`src/rtl/dso_trig_gen_pkg.sv`:
```
// Shared encodings for the DSO trigger generator.
// Mode, FSM state and slope constants plus small mode helpers.
package dso_pkg;

  typedef logic [1:0] trig_mode_t;
  typedef logic [1:0] trig_state_t;

  localparam trig_mode_t TM_NORMAL = 2'b00;
  localparam trig_mode_t TM_AUTO   = 2'b01;
  localparam trig_mode_t TM_SINGLE = 2'b10;

  localparam trig_state_t ST_IDLE    = 2'b00;
  localparam trig_state_t ST_SEEK    = 2'b01;
  localparam trig_state_t ST_HOLDOFF = 2'b10;

  localparam logic SLOPE_RISE = 1'b0;
  localparam logic SLOPE_FALL = 1'b1;

  function automatic logic is_auto(
    input trig_mode_t m
  );
    return m == TM_AUTO;
  endfunction

  function automatic logic is_single(
    input trig_mode_t m
  );
    return m == TM_SINGLE;
  endfunction

endpackage

```
`src/rtl/dso_trig_gen_if.sv`:
```
// Sample, config and trigger-output bundle of the trigger generator.
// master drives samples/config, slave is the trigger block.
interface dso_trig_gen_if #(
  parameter int DW     = 8,
  parameter int HOLD_W = 16
);

  logic [DW-1:0]     adc_data;
  logic [DW-1:0]     trig_level;
  logic [DW-1:0]     trig_hyst;
  logic              trig_slope;
  logic [1:0]        trig_mode;
  logic [HOLD_W-1:0] holdoff;
  logic              arm;
  logic              disarm;
  logic              trig_out;
  logic              auto_fired;
  logic              armed;
  logic [15:0]       trig_cnt;

  modport master (
    output adc_data, trig_level, trig_hyst,
    output trig_slope, trig_mode, holdoff,
    output arm, disarm,
    input  trig_out, auto_fired, armed, trig_cnt
  );

  modport slave (
    input  adc_data, trig_level, trig_hyst,
    input  trig_slope, trig_mode, holdoff,
    input  arm, disarm,
    output trig_out, auto_fired, armed, trig_cnt
  );

endinterface

```
`src/rtl/dso_trig_gen_cmp.sv`:
```
// Sample register and level/hysteresis comparator.
// pre_o arms the edge, fire_o completes it once the level is crossed.
module dso_trig_cmp
  import dso_pkg::*;
#(
  parameter int DW = 8
) (
  input  logic          clk_cnt,
  input  logic          rst,
  input  logic [DW-1:0] sample_i,
  input  logic [DW-1:0] level_i,
  input  logic [DW-1:0] hyst_i,
  input  logic          slope_i,
  input  logic          pre_q_i,
  output logic          pre_o,
  output logic          fire_o
);

  logic [DW-1:0] s_q;

  always_ff @(posedge clk_cnt) begin
    if (rst) s_q <= '0;
    else     s_q <= sample_i;
  end

  // One extra bit keeps the differences from wrapping.
  logic [DW:0] s_x;
  logic [DW:0] l_x;
  logic [DW:0] h_x;
  logic [DW:0] d_rise;
  logic [DW:0] d_fall;
  logic        pre_rise;
  logic        pre_fall;

  assign s_x    = {1'b0, s_q};
  assign l_x    = {1'b0, level_i};
  assign h_x    = {1'b0, hyst_i};
  assign d_rise = l_x - s_x;
  assign d_fall = s_x - l_x;

  assign pre_rise = (s_x < l_x) && (d_rise >= h_x);
  assign pre_fall = (s_x > l_x) && (d_fall >= h_x);

  assign pre_o = (slope_i == SLOPE_FALL) ? pre_fall
                                         : pre_rise;

  assign fire_o = pre_q_i &&
    ((slope_i == SLOPE_FALL) ? (s_x <= l_x)
                             : (s_x >= l_x));

endmodule

```
`src/rtl/dso_trig_gen.sv`:
```
// DSO trigger generator: config latch, SEEK/HOLDOFF FSM,
// auto timeout and trigger counter on the sample clock.
module dso_trig_gen
  import dso_pkg::*;
#(
  parameter int DW           = 8,
  parameter int HOLD_W       = 16,
  parameter int AUTO_TIMEOUT = 100000
) (
  input  logic          clk_cnt,
  input  logic          rst,
  dso_trig_gen_if.slave bus
);

  localparam int TW =
    (AUTO_TIMEOUT > 1) ? $clog2(AUTO_TIMEOUT) : 1;
  localparam logic [TW-1:0] TMAX = TW'(AUTO_TIMEOUT - 1);

  trig_state_t       state_q, state_d;
  logic              pre_q, pre_d;
  logic [TW-1:0]     tcnt_q, tcnt_d;
  logic [HOLD_W-1:0] hcnt_q, hcnt_d;
  logic              trig_q, trig_d;
  logic              auto_q, auto_d;
  logic [15:0]       cnt_q, cnt_d;
  logic [DW-1:0]     lvl_q, lvl_d;
  logic [DW-1:0]     hyst_q, hyst_d;
  logic              slope_q, slope_d;
  trig_mode_t        mode_q, mode_d;
  logic [HOLD_W-1:0] hold_q, hold_d;

  logic pre;
  logic fire;
  logic tmo;

  dso_trig_cmp #(
    .DW (DW)
  ) u_cmp (
    .clk_cnt  (clk_cnt),
    .rst      (rst),
    .sample_i (bus.adc_data),
    .level_i  (lvl_q),
    .hyst_i   (hyst_q),
    .slope_i  (slope_q),
    .pre_q_i  (pre_q),
    .pre_o    (pre),
    .fire_o   (fire)
  );

  assign tmo = (tcnt_q == TMAX);

  logic st_idle;
  logic st_seek;
  logic st_hold;

  assign st_idle = !bus.disarm && (state_q == ST_IDLE);
  assign st_seek = !bus.disarm && (state_q == ST_SEEK);
  assign st_hold = !bus.disarm && (state_q == ST_HOLDOFF);

  always_comb begin
    state_d = state_q;
    pre_d   = pre_q;
    tcnt_d  = tcnt_q;
    hcnt_d  = hcnt_q;
    trig_d  = 1'b0;
    auto_d  = 1'b0;
    lvl_d   = lvl_q;
    hyst_d  = hyst_q;
    slope_d = slope_q;
    mode_d  = mode_q;
    hold_d  = hold_q;

    unique case (1'b1)
      st_idle: begin
        if (bus.arm) begin
          lvl_d   = bus.trig_level;
          hyst_d  = bus.trig_hyst;
          slope_d = bus.trig_slope;
          mode_d  = bus.trig_mode;
          hold_d  = bus.holdoff;
          pre_d   = 1'b0;
          tcnt_d  = '0;
          state_d = ST_SEEK;
        end
      end
      st_seek: begin
        if (fire || (is_auto(mode_q) && tmo)) begin
          trig_d = 1'b1;
          // A level crossing wins over a simultaneous timeout.
          auto_d = !fire;
          pre_d  = 1'b0;
          if (is_single(mode_q)) begin
            state_d = ST_IDLE;
          end else begin
            state_d = ST_HOLDOFF;
            hcnt_d  = hold_q;
          end
        end else begin
          if (pre) pre_d = 1'b1;
          if (!tmo) tcnt_d = tcnt_q + 1'b1;
        end
      end
      st_hold: begin
        if (hcnt_q == '0) begin
          state_d = ST_SEEK;
          pre_d   = 1'b0;
          tcnt_d  = '0;
        end else begin
          hcnt_d = hcnt_q - 1'b1;
        end
      end
      default: begin
        state_d = ST_IDLE;
      end
    endcase

    cnt_d = cnt_q + {15'd0, trig_d};
  end

  always_ff @(posedge clk_cnt) begin
    if (rst) begin
      state_q <= ST_IDLE;
      pre_q   <= 1'b0;
      tcnt_q  <= '0;
      hcnt_q  <= '0;
      trig_q  <= 1'b0;
      auto_q  <= 1'b0;
      cnt_q   <= '0;
      lvl_q   <= '0;
      hyst_q  <= '0;
      slope_q <= SLOPE_RISE;
      mode_q  <= TM_NORMAL;
      hold_q  <= '0;
    end else begin
      state_q <= state_d;
      pre_q   <= pre_d;
      tcnt_q  <= tcnt_d;
      hcnt_q  <= hcnt_d;
      trig_q  <= trig_d;
      auto_q  <= auto_d;
      cnt_q   <= cnt_d;
      lvl_q   <= lvl_d;
      hyst_q  <= hyst_d;
      slope_q <= slope_d;
      mode_q  <= mode_d;
      hold_q  <= hold_d;
    end
  end

  assign bus.trig_out   = trig_q;
  assign bus.auto_fired = auto_q;
  assign bus.armed      = (state_q == ST_SEEK);
  assign bus.trig_cnt   = cnt_q;

endmodule

```
`src/flat_wrapper.sv`:
```
// flat-port wrapper written by rule: the top's interface ports become plain ports
module dso_trig_gen_flat import dso_pkg::*;
#(
  parameter int DW           = 8,
  parameter int HOLD_W       = 16,
  parameter int AUTO_TIMEOUT = 100000
)
  (clk_cnt, rst, bus_adc_data, bus_trig_level, bus_trig_hyst, bus_trig_slope, bus_trig_mode, bus_holdoff, bus_arm, bus_disarm, bus_trig_out, bus_auto_fired, bus_armed, bus_trig_cnt);
  dso_trig_gen_if #(.DW(DW), .HOLD_W(HOLD_W)) bus_i ();
  input  logic clk_cnt;
  input  logic rst;
  input wire logic [$bits(bus_i.adc_data)-1:0] bus_adc_data;
  input wire logic [$bits(bus_i.trig_level)-1:0] bus_trig_level;
  input wire logic [$bits(bus_i.trig_hyst)-1:0] bus_trig_hyst;
  input wire logic [$bits(bus_i.trig_slope)-1:0] bus_trig_slope;
  input wire logic [$bits(bus_i.trig_mode)-1:0] bus_trig_mode;
  input wire logic [$bits(bus_i.holdoff)-1:0] bus_holdoff;
  input wire logic [$bits(bus_i.arm)-1:0] bus_arm;
  input wire logic [$bits(bus_i.disarm)-1:0] bus_disarm;
  output wire logic [$bits(bus_i.trig_out)-1:0] bus_trig_out;
  output wire logic [$bits(bus_i.auto_fired)-1:0] bus_auto_fired;
  output wire logic [$bits(bus_i.armed)-1:0] bus_armed;
  output wire logic [$bits(bus_i.trig_cnt)-1:0] bus_trig_cnt;
  assign bus_i.adc_data = bus_adc_data;
  assign bus_i.trig_level = bus_trig_level;
  assign bus_i.trig_hyst = bus_trig_hyst;
  assign bus_i.trig_slope = bus_trig_slope;
  assign bus_i.trig_mode = bus_trig_mode;
  assign bus_i.holdoff = bus_holdoff;
  assign bus_i.arm = bus_arm;
  assign bus_i.disarm = bus_disarm;
  assign bus_trig_out = bus_i.trig_out;
  assign bus_auto_fired = bus_i.auto_fired;
  assign bus_armed = bus_i.armed;
  assign bus_trig_cnt = bus_i.trig_cnt;
  dso_trig_gen #(.DW(DW), .HOLD_W(HOLD_W), .AUTO_TIMEOUT(AUTO_TIMEOUT)) u_core (.clk_cnt(clk_cnt), .rst(rst), .bus(bus_i));
endmodule
```
`config.mk`:
```
export PLATFORM = sky130hd
export DESIGN_NAME = dso_trig_gen_flat
export DESIGN_NICKNAME = d
export VERILOG_FILES = /design/src/rtl/dso_trig_gen_pkg.sv /design/src/rtl/dso_trig_gen_if.sv /design/src/rtl/dso_trig_gen_cmp.sv /design/src/rtl/dso_trig_gen.sv /design/src/flat_wrapper.sv
export SDC_FILE = /design/constraint.sdc
export NUM_CORES = 1
export LEC_CHECK = 0
export ABC_CLOCK_PERIOD_IN_PS = 3850
export CORE_ASPECT_RATIO = 1.4
export CORE_UTILIZATION = 56
export DETAILED_ROUTE_END_ITERATION = 10
export GPL_ROUTABILITY_DRIVEN = 0
export PLACE_DENSITY = 0.8
export SLEW_MARGIN = 20
export SYNTH_ARGS = -nofsm -noshare
export SYNTH_HDL_FRONTEND = slang
export SYNTH_SLANG_ARGS = --single-unit
```
`constraint.sdc`:
```
create_clock -name clk_cnt -period 3.85 [get_ports clk_cnt]
set_input_delay 0.385 -clock clk_cnt [delete_from_list [all_inputs] [get_ports clk_cnt]]
set_output_delay 0.385 -clock clk_cnt [all_outputs]
set_load 0.02 [all_outputs]
```
### After elaboration in Yosys (flattened, before gate mapping)

Cells that the tools add are included.

* eq/ne operators: 13
* $add $sub $neg: 5
* bitwise logic cells: 2
* muxes and demuxes: 23
* reductions and logical operators: 20
* order comparisons: 6

Operator list (count)
* $mux W17: 4
* $pmux W17 S3: 1
* $mux W16: 3
* $pmux W16 S2: 1
* $ge A9 B8 Y1: 2
* $sub A8 B8 Y9: 2
* $add A17 B1 Y17 const B: 1
* $eq A17 B17 Y1 const B: 1
* $add A16 B1 Y16: 1
* $logic_not A16 Y1: 1
* $sub A16 B1 Y16 const B: 1
* $ne A2 B2 Y1 const B: 7
* $ge A8 B8 Y1: 1
* $gt A8 B8 Y1: 1
* $le A8 B8 Y1: 1
* $lt A8 B8 Y1: 1
* $mux W1: 8
* $mux W2: 4
* $reduce_and A4 Y1: 2
* $logic_and A1 B1 Y1: 7
* $pmux W2 S3: 1
* $reduce_and A5 Y1: 1
* $eq A2 B1 Y1 const B: 2
* $eq A2 B2 Y1 const B: 2
* other kinds (11): 13

* bits in registers: 97
* logic and storage cells: 82
* output and inout bits: 19
* bits of input ports: 47

### Depth between registers and ports, before layout

* word-level depth: 7
* mapped depth: 19
* depth with buffers taken out: 19

### Cells and area by module

Synthesis repeated with hierarchy kept, for this count alone.

* cells, all modules: 693
* area total of the unflattened synthesis: 5484.0 µm²

By module, submodules not included
* dso_trig_gen: cells each 526, area each 4136.5 µm², instances 1, sequential area each 1781.7 µm²
* dso_trig_cmp: cells each 167, area each 1347.5 µm², instances 1, sequential area each 160.2 µm²

### Worst setup path after synthesis

Ideal clock, no wire load.

* path kind: reg2reg
* start: register u_core.u_cmp.s_q[1]
* end: register u_core.pre_q
* stages on the path, launching flop included: 19
* library setup time: 134 ps
* setup slack: 515 ps
* buffers on the path: 0
* period minus slack after synthesis: 3335 ps
* required time: 3716 ps
* arrival time: 3201 ps
* cell sequence: dfxtp_1 -> inv_1 -> ha_1 -> a21o_1 -> a21o_1 -> a21o_1 -> a21o_1 -> a21o_1 -> a21oi_1 -> xnor2_1 -> ha_1 -> a21bo_2 -> a21o_1 -> a21oi_1 -> o21ai_0 -> nand3_1 -> nand3_1 -> a221oi_1 -> a211oi_1

* longest elaborated chain between the ends: 6
* elaborated cells on any way between the ends: 18
* classes of those cells: add/sub: 2; order compare: 6; eq/ne: 1; mux: 4; reduce/logical: 5

RTL lines
* from (decl): RTL line dso_trig_gen_cmp.sv:19 `logic [DW-1:0] s_q;`
* from (signal assigned): RTL line dso_trig_gen_cmp.sv:23 `else s_q <= sample_i;`
* $sub A8 B8 Y9, or another cell as far along: RTL line dso_trig_gen_cmp.sv:38 `assign d_rise = l_x - s_x;`
* $ge A9 B8 Y1, or another cell as far along: RTL line dso_trig_gen_cmp.sv:41 `assign pre_rise = (s_x < l_x) && (d_rise >= h_x);`
* $logic_and A1 B1 Y1 (on tied branches): RTL line dso_trig_gen_cmp.sv:41, dso_trig_gen_cmp.sv:42, dso_trig_gen_cmp.sv:47
* $mux W1 / $logic_or A1 B1 Y1 (equally long branches): RTL line dso_trig_gen_cmp.sv:44, dso_trig_gen.sv:87
* $ne A3 B2 Y1 (no source line) / $mux W1 (equally long branches)
* $reduce_and A4 Y1 (no source line) / $pmux W1 S3 (equally long branches)
* to (signal assigned): RTL line dso_trig_gen.sv:136 `pre_q <= pre_d;`
* to (decl): RTL line dso_trig_gen.sv:20 `logic pre_q, pre_d;`

Several ways; a longest one is shown, not always the timed one.
A chain may end at the register's enable or synchronous reset.

### Worst setup path after layout

Same ends and word-level chain as after synthesis.

==> results by group <==
Finish
  • Diodes inserted: 0
  • Sequential Area: just under 2000 sq um
  • Layout net count: between 800 and 900
  • Fill cells: between 700 and 800
  • Area Overhead vs Synth: 17.4%
  • Non-Filler Cell Area, Final: 6330 sq um
  • Util after Layout: 67.3%
  • Multi-input gate area: 3140 sq um
  • Share of cells above drive strength 1: under 10%

Placement
  • Placed inst area: between 6000 and 7000 sq um
  • Hpwl dp: 8540 um
  • Port Buf Inserts: 65

Worst setup path
  • CP arrival: ~3.9 ns
  • Critical Path Fanout Max: 3
  • Stages on worst setup path: 18
  • Critical Path End: u_core.pre_q
  • Crit. End Element: flop
  • Critical Path RT: around 4.0 ns
  • Critical path type: reg2reg
  • Critical path cell sequence: inv_1, ha_1, a21o_1, a21o_1, a21o_1, a21o_1, a21o_1, a21oi_1, xnor2_1, ha_1, a21bo_2, a21o_1, a21oi_1, o21ai_0, nand3_1, nand3_1, a221oi_2, a211oi_1
  • Critical Path Source Type: flop
  • Crit path from: u_core.u_cmp.s_q[1]
  • RR Endpoint: u_core.pre_q
  • Worst R2R Setup Slack: between 0.15 and 0.2 ns
  • Cell mode on critical path: a21o_1
  • Reg2Reg Depth: 18
  • Reg2reg start: u_core.u_cmp.s_q[1]
  • WP buf/inv: 1
  • Crit-path max cell delay: 0.39 ns
  • Cell family with most CP delay: compound AO/OA/AOI/OAI gates
  • CP max stage cell: dfxtp_1

Clocking
  • Clk pin slew, worst setup/hold paths: around 0.06 ns
  • Root buffer cell: clkbuf_16
  • CTS H-tree lvls: 3
  • # clock sinks: 97
  • CTS buffer count: 9
  • Post-CTS setup repair buffer count: 0
  • Clk_lat worst skew: 0.34 ns
  • Max Root-Sink Buffers: 2
  • CTS tree: done

GRT
  • Initial antenna violation count: 0
  • Pin count of the biggest net entering global routing: roughly 80
  • GRT Residual Overflow: 0
  • Total track usage: between 20% and 30%
  • Global-route wire length before repair: about 20000 um
  • Vias in the first global route: 4551

Logic synthesis
  • Compound-Gate Fraction of Synth Area: ~18%
  • Library cells used by synthesis: 62
  • Simple logic cell fraction of the synthesized area: a little over a quarter
  • Syn_area_per_cell: 7.96 sq um
  • Synth Area in XOR/XNOR: 3.90%
  • Post-synth ARST share: 0%
  • Post-synth EDFFs: 0
  • Yosys reg bits: slightly below 100
  • Post-synthesis cell area: around 5400 sq um
  • Main combinational cell family by area after synthesis: simple AND/OR/NAND/NOR gates
  • Post-Synth Adder-Cell Area: between 8 and 9%
  • Post-synthesis mux area share: 0.743%
  • Warnings from Yosys: 0
  • Syn Inst Count: between 600 and 700
  • Part of the Yosys area used for sequential elements: between 30% and 40%
  • Post-Syn Nets: between 700 and 800
  • Primary FF master, synth: dfxtp_1

Run status
  • Failing checks: DRC
  • Status: finished, violations left

Floorplanning
  • Chip width: 84.9 um
  • # IOs: 66
  • Die height: ~120 um
  • Core Area: 9410 sq um
  • # rows: 42
  • Starting Density: between 50 and 60%
  • Full die area: ~10000 sq um

Flow run
  • Max-Cap Viols: 0

Timing
  • Fin. max-slew vios: 0
  • Minimum clock period: between 3 and 4 ns
  • Setup TNS Final: 0 ns
  • Worst-margin pin slew: 0.832 ns
  • RSZ-0062 raised after global routing: no
  • Final hold viol count: 0
  • Fin crit share: 95.4%
  • Slew headroom: approximately 45%
  • Clock Skew: between 0.007 and 0.008 ns
  • Fmax: 272 MHz
  • Final Setup Violations: 0

Routing
  • Initial drt markers: ~230
  • Avg WL per Cell: ~14 um
  • First-pass iteration count of the detailed router: 8
  • Final antenna-violating net count: 0
  • Drt drc: 3
  • Vias per cell: between 5 and 6
  • Routed WL: roughly 12000 um
  • Vias post-DR: between 4000 and 5000

Pwr
  • Worst vdd ir: approximately 0.00023 V
  • Pleak: about 2.4 nW
  • PD cells: between 300 and 400 nW/um^2

Hold path
  • Hold Crit Class: reg2reg
## synth_stat cells (12+ instances only)
library cell	instances	area, sq um
a21oi_1	76	380
clkbuf_1	23	86.3
dfxtp_1	97	1940
ha_1	35	438
inv_1	35	131
nand2_1	121	454
nand2b_1	12	75.1
nand3_1	20	100
nor2_1	37	139
nor2b_1	13	81.3
nor3_1	14	70.1
o21ai_0	31	155
xor2_1	16	140
## power breakdown
| part | internal, W | total (W) | leakage [nW] | switching (W) |
|---|---|---|---|---|
| logic | 0.000174 | 0.000372 | 1.45 | 0.000198 |
| clock network | 0.000519 | 0.000891 | 0.138 | 0.000372 |
| registers | 0.00103 | 0.00104 | 0.787 | 0.0000163 |
| total | 0.00172 | 0.00231 | 2.37 | 0.000586 |
## what timing repair did
| item | 4_1_cts | 5_1_grt |
|---|---|---|
| hold buffers | 0 | 0 |
| gates resized for setup | 0 | 1 |
| setup endpoints to repair | 0 | 1 |
## per-layer routing
| metal | track usage [%] | part of all wire [%] | vias to the layer above |
|---|---|---|---|
| met2 | 43.8 | 50 | 125 |
| li1 | - | - | 2438 |
| met1 | 30.5 | 43 | 2208 |
| met5 | 0 | 0 | - |
| met3 | 4.98 | 4.7 | 21 |
| met4 | 9.43 | 1.9 | 0 |
## cell families (layout without fill, tap and decap cells)
logic type | count (synthesis) | in the layout
AOI/OAI and AO/OA | 162 | 162
xor gates and xnor gates | 24 | 24
adders and majority gates | 37 | 37
buffers and inverters | 72 | 121
DFF | 97 | 97
muxes | 4 | 4
and+or+nand+nor | 281 | 281
## worst min-delay path by stage
stage	cells after the start	from	slack (ns)	end
floorplan	2	u_core.hold_q[10]	0.43	u_core.hold_q[10]
global placement	2	u_core.hold_q[12]	0.44	u_core.hold_q[12]
detailed placement	2	u_core.hold_q[13]	0.45	u_core.hold_q[13]
CTS	2	u_core.hold_q[13]	0.45	u_core.hold_q[13]
global route	2	u_core.hold_q[6]	0.48	u_core.hold_q[6]
finish	2	u_core.hold_q[13]	0.45	u_core.hold_q[13]
## flip-flops by register name, indices dropped and copies added, names as in the netlist
signal / count
u_core.tcnt_q: 17
u_core.bus.trig_cnt: 16
u_core.hcnt_q: 16
u_core.hold_q: 16
u_core.hyst_q: 8
u_core.lvl_q: 8
u_core.u_cmp.s_q: 8
u_core.mode_q: 2
u_core.state_q: 2
u_core.bus.auto_fired: 1
u_core.bus.trig_out: 1
u_core.pre_q: 1
u_core.slope_q: 1
## through the flow
| step | total power (W) | hold WS [ns] | cells | worst slack (ns) |
|---|---|---|---|---|
| after floorplan | 0.00132 | 0.433 | 677 | 0.515 |
| after global placement | 0.00142 | 0.440 | 821 | 0.333 |
| after detailed placement | 0.00143 | 0.445 | 821 | 0.175 |
| after CTS | 0.00232 | 0.454 | 836 | 0.163 |
| after global routing | 0.00242 | 0.479 | 836 | 0.0328 |
| final | 0.00231 | 0.450 | 836 | 0.178 |
## cell usage in the layout (no fill, tap or decap), types with 16 or more instances in the layout
| master | n |
|---|---|
| o21ai_0 | 31 |
| xor2_1 | 16 |
| nor2_1 | 37 |
| clkdlybuf4s50_1 | 64 |
| nand3_1 | 20 |
| nand2_1 | 121 |
| ha_1 | 35 |
| inv_1 | 35 |
| a21oi_1 | 76 |
| dfxtp_1 | 97 |
## worst min-delay path: stages, from the launching register on
cell,delay [ns]
dfxtp_1,0.31
nand2_1,0.05
a21oi_1,0.05
## cell type report
type | instances | share of cell area (%)
multi-input cells | 508 | 49.5
flip-flops and latches | 97 | 30.7
well taps | 110 | 2.17
repair buffers | 70 | 10.8
clock buffers | 11 | 3.83
clock inverters | 4 | 0.850
inverters | 36 | 2.13
No activity file was read; power rests on OpenSTA's default activity.
